### src/rtl/oh_burstgen.sv
// oh_burstgen: programmable pulse-burst generator.
//
// A start request accepted in IDLE latches a pulse count and a gap period.
// The block then emits that many single-cycle pulses on out, separated by
// period idle cycles, and finishes with a one-cycle done strobe.
//
// Build option: define OH_BURSTGEN_REPEAT_EN to add the repeat_burst input
// (the natural name "repeat" is a reserved word). With repeat_burst high in
// the last-pulse cycle the burst restarts seamlessly: done strobes, busy
// stays high and the next pulse keeps the in-burst spacing.
//
// Ports:
//   clk          in   clock, all state on rising edge
//   reset        in   asynchronous active-high reset
//   start        in   request a burst, sampled only in IDLE
//   stop         in   abort current burst, wins over start
//   count[N]     in   pulses per burst, latched on accepted start
//   period[N]    in   idle cycles between pulses, latched on accepted start
//   repeat_burst in   (OH_BURSTGEN_REPEAT_EN only) restart after last pulse
//   out          out  one-cycle pulse
//   busy         out  burst in progress
//   done         out  one-cycle completion strobe
//   remaining[N] out  pulses not yet emitted
//
// State  | meaning
// -------+-------------------------------------------------
// IDLE   | waiting for start
// PULSE  | out high, remaining already shows count-k
// GAP    | idle cycles between pulses, gap_q counts down
// FINISH | done strobe, back to IDLE next cycle
module oh_burstgen #(
    parameter int N = 32
) (
    input  logic         clk,
    input  logic         reset,
    input  logic         start,
    input  logic         stop,
    input  logic [N-1:0] count,
    input  logic [N-1:0] period,
`ifdef OH_BURSTGEN_REPEAT_EN
    input  logic         repeat_burst,
`endif
    output logic         out,
    output logic         busy,
    output logic         done,
    output logic [N-1:0] remaining
);

    localparam logic [N-1:0] ONE = {{(N-1){1'b0}}, 1'b1};

    typedef enum logic [1:0] {IDLE, PULSE, GAP, FINISH} state_t;

    state_t       state_q, state_d;
    logic [N-1:0] cnt_lat, cnt_d;
    logic [N-1:0] per_lat, per_d;
    logic [N-1:0] gap_q, gap_d;
    logic [N-1:0] rem_d;
    logic         out_d, busy_d, done_d;
    logic         rpt;
    logic         abort;
    logic         restart;

`ifdef OH_BURSTGEN_REPEAT_EN
    assign rpt = repeat_burst;
`else
    assign rpt = 1'b0;
`endif

    assign abort   = stop && (state_q != IDLE);
    assign restart = !abort && (state_q == PULSE) && (remaining == '0) && rpt;

    always_ff @(posedge clk or posedge reset) begin
        if (reset)
            state_q <= IDLE;
        else
            state_q <= state_d;
    end

    always_comb begin
        state_d = state_q;
        if (abort) begin
            state_d = IDLE;
        end else begin
            case (state_q)
                IDLE: begin
                    if (start && !stop)
                        state_d = (count == '0) ? FINISH : PULSE;
                end
                PULSE: begin
                    if (remaining == '0 && !rpt)
                        state_d = FINISH;
                    else
                        state_d = (per_lat == '0) ? PULSE : GAP;
                end
                GAP: begin
                    // <= 1 rather than == 1 so the counter can never wrap
                    if (gap_q <= ONE)
                        state_d = PULSE;
                end
                FINISH:  state_d = IDLE;
                default: state_d = IDLE;
            endcase
        end
    end

    // Next values for the registered outputs and datapath. Outputs are
    // decoded from state_d so every output leaves a flop.
    always_comb begin
        out_d  = (state_d == PULSE);
        busy_d = (state_d == PULSE) || (state_d == GAP);
        done_d = (state_d == FINISH) || restart;
        cnt_d  = cnt_lat;
        per_d  = per_lat;
        gap_d  = gap_q;
        rem_d  = remaining;
        if (abort) begin
            rem_d = '0;
            gap_d = '0;
        end else begin
            case (state_q)
                IDLE: begin
                    if (start && !stop) begin
                        cnt_d = count;
                        per_d = period;
                        gap_d = '0;
                        rem_d = (count == '0) ? '0 : count - ONE;
                    end
                end
                PULSE: begin
                    if (state_d == GAP)
                        gap_d = per_lat;
                    if (restart) begin
                        // back-to-back restart consumes a pulse immediately
                        rem_d = (state_d == PULSE) ? cnt_lat - ONE : cnt_lat;
                    end else if (state_d == PULSE && remaining != '0) begin
                        rem_d = remaining - ONE;
                    end
                end
                GAP: begin
                    if (state_d == PULSE) begin
                        gap_d = '0;
                        if (remaining != '0)
                            rem_d = remaining - ONE;
                    end else begin
                        gap_d = gap_q - ONE;
                    end
                end
                FINISH: begin
                    rem_d = '0;
                end
                default: begin
                    rem_d = '0;
                end
            endcase
        end
    end

    always_ff @(posedge clk or posedge reset) begin
        if (reset) begin
            out       <= 1'b0;
            busy      <= 1'b0;
            done      <= 1'b0;
            remaining <= '0;
            cnt_lat   <= '0;
            per_lat   <= '0;
            gap_q     <= '0;
        end else begin
            out       <= out_d;
            busy      <= busy_d;
            done      <= done_d;
            remaining <= rem_d;
            cnt_lat   <= cnt_d;
            per_lat   <= per_d;
            gap_q     <= gap_d;
        end
    end

endmodule

### config.mk
export PLATFORM = sky130hd
export DESIGN_NAME = oh_burstgen
export DESIGN_NICKNAME = d
export VERILOG_FILES = /design/src/rtl/oh_burstgen.sv
export SDC_FILE = /design/constraint.sdc
export NUM_CORES = 1
export LEC_CHECK = 0
export CORE_AREA = 2 2 155 172
export CTS_BUF_LIST = sky130_fd_sc_hd__clkbuf_8
export DETAILED_ROUTE_END_ITERATION = 6
export DIE_AREA = 0 0 157 174
export SYNTH_ARGS = -nofsm -noshare
export SYNTH_HDL_FRONTEND = slang
export SYNTH_SLANG_ARGS = --single-unit
### constraint.sdc
create_clock -name clk -period 6.8 [get_ports clk]
set_input_delay 0.68 -clock clk [delete_from_list [all_inputs] [get_ports clk]]
set_output_delay 0.68 -clock clk [all_outputs]
set_load 0.01 [all_outputs]
==> impl_metrics.toml <==
[timing]
max_clock_freq_ghz = 0.216
fin_tns_setup_ns = 0
final-hold-violation-count = 0
setup_viol = 0
period_share_pct = 68.0
worst_slew_pin_slew_ns = 1.10
fin_skew_ns = 0.00711
slew_viol_final = 0
rsz0062_at_grt = "no"
hold_ws_ns = 0.513
relSlewSlack_pct = 26.4
period_needed_ns = 4.63

[grt]
grt_pass1_vias = 5820
grtUsageTotal_pct = 15.0
grt_pass1_wl_mm = 32.5
overflow = 0
grt_max_degree = 68
antenna_found_initial = 0

[clock_tree]
tritoncts = "built"
path_clk_slew_ns = 0.10
clockBufferDepth = 2
hold_buffers = 0
cts_buffers = 9
cts.root.buffer_cell = "clkbuf_8"
ctsHtreeMaxLevel = 3
postCtsResizedCells = 0
insertion_delay_ns = 0.39
cts_setup_buffers = 0
clock-sinks = 101

[critical_path]
critPathLaunchType = "register"
crit_chain = "nor4_4 > nand4_1 > nor4_1 > nand2b_1 > and3_1 > o21a_1 > ha_1 > nor2_1 > nand2_1 > and3_1 > nand3_1 > o21ai_0"
cp_common_cell = "and3_1"
worst_path_max_delay_cell = "nor4_1"
crit_path_max_incr_delay_ns = 0.76
worstSetupPathType = "reg2reg"
critPathCaptureType = "register"
worstPathArrival_ns = 4.92
rrSetupSlack_ns = 2.17
critPathTopFamily = "simple AND/OR/NAND/NOR gates"
cp.depth = 12
r2r_cells = 12
r2r_start = "remaining[8]"
r2r-end = "gap_q[7]"
cp.required_ns = 7.10
crit_start = "remaining[8]"
crit_fanout = 18
cp_num_buf_inv = 0
cp-endpoint = "gap_q[7]"

[die]
die_x_um = 157
dieArea_um2 = 27300
core-area_um2 = 25700
fp.dieH_um = 174
start_util_pct = 24.7
std_cell_rows = 62
ioPinCount = 103

[pwr]
power_uw = 3830
peakVddDrop_uv = 275
leakage_uw = 0.00299
powerDensity_nw_per_um2 = 484

[run]
maxCapViolations = 0

[route]
avgViaCountPerCell = 5.19
final_antenna_net_count = 0
drt_iter0_drc = 444
firstDrtPassIters = 5
drt_drc_violations_left = 0
via_count = 6002
wl_per_cell_um = 17.5
wirelength_mm = 20.3

[yosys]
synthCells = 713
synthFlopType = "dfrtp_1"
synth-seq-area-share_pct = 39.9
netlist_area_um2 = 6340
syn_avg_cell_area_um2 = 8.89
ys_ff_latch = 101
synth.most_common_cell = "dfrtp_1"
ys_top_cells_by_count = "101 x dfrtp_1, 61 x nor2_1, 47 x nand2_1, 46 x o21ai_1, 40 x a21oi_1"
ys_top_cells_by_area = "dfrtp_1 40%, mux2_2 5.7%, o21ai_1 3.6%, nor2_1 3.6%, nor4_1 3.4%"
yosysTopAreaCell = "dfrtp_1"
synth.top_cell.area_share_pct = 39.9
yosys_warnings = 0
synth_edf_count = 0
async_flop_share_pct = 100
synth_cell_types = 63
synthesis.nets = 791

[final_layout]
area_delta_synth_final_pct = 24.7
diodes = 0
post-route-util_pct = 30.8
fillers = 2719
drive_above_1_share_pct = 8.71
nets = 877

[place]
port_buffers = 102
dp_hpwl_mm = 14.9
gp_congestion = 0.889

[run_status]
status = "finished, final reports clean"

[min_path]
hold_class = "reg2reg"
state kept, by name, indices dropped and copies added, names as in the netlist:
| register | cells |
|---|---|
| gap_q | 32 |
| state_q | 2 |
| out | 1 |
| done | 1 |
| remaining | 32 |
| busy | 1 |
| per_lat | 32 |
stage by stage:
step	cell area, um^2	worst slack [ns]	std cells
finish	7900	2.17	1156
global route	7900	1.77	1156
CTS	7900	2.26	1156
detailed placement	7710	1.95	1140
global placement	7710	2.02	1140
floorplan	6340	3.18	713
routing by layer:
metal  vias up  routed length [um]  track usage (%)
li1       2868                   -                -
met5         -                   0                0
met3        25                 973             2.24
met2       195               10300             26.1
met1      2914                8590             19.1
met4         0                 350             4.82
report_power, final:
part	leakage, uW	internal [uW]	total [uW]	switching [uW]
clock network	0.0000943	149	386	237
logic	0.00159	871	2270	1400
registers	0.00131	858	1170	308
how the worst min path moves through the flow:
stage	start	end	slack, ns	cells after the start
after floorplan	gap_q[23]	gap_q[23]	0.47	2
after global placement	gap_q[15]	gap_q[15]	0.50	2
after detailed placement	gap_q[15]	gap_q[15]	0.49	2
after CTS	gap_q[11]	gap_q[11]	0.52	1
after global routing	gap_q[11]	gap_q[11]	0.57	1
final	gap_q[23]	gap_q[23]	0.51	2
kinds of logic (layout without fill, tap and decap cells):
logic type | Yosys count | count (layout) | synth area share [%]
adders and majority gates | 10 | 10 | 1.97
AOI/OAI and AO/OA | 210 | 210 | 20.8
xor gates and xnor gates | 30 | 30 | 4.15
and+or+nand+nor | 276 | 276 | 24.0
muxes | 34 | 34 | 6.00
buffers and inverters | 52 | 143 | 3.20
DFF | 101 | 101 | 39.9
tightest hold or removal path, cell delays in order, from the launching register on:
cell and delay [ns]:
dfrtp_1 0.36, o21ai_1 0.06, o21ai_1 0.06
layout make-up:
class                   instances  area, um^2  share of cell area (%)
flip-flops and latches        101        2530                    32.0
well taps                     352         440                    5.57
clock buffers                  10         138                    1.74
clock inverters                 6        51.3                   0.649
multi-input cells             560        3610                    45.6
repair buffers                108        1070                    13.5
inverters                      19        73.8                   0.934
cells in the final DEF (no fill, tap or decap), drive strengths merged, types with 15 or more instances in the layout:
master / synthesis / final
o21ai: 84 / 84
inv: 19 / 23
nand3: 19 / 19
dfrtp: 101 / 101
xnor2: 19 / 19
mux2: 32 / 32
a22o: 15 / 15
a21oi: 40 / 40
clkdlybuf4s50: 0 / 102
nor3: 37 / 37
nand2: 47 / 47
nor2: 61 / 61
nor4: 38 / 38
Note: power is estimated with default switching activity, not from simulation.
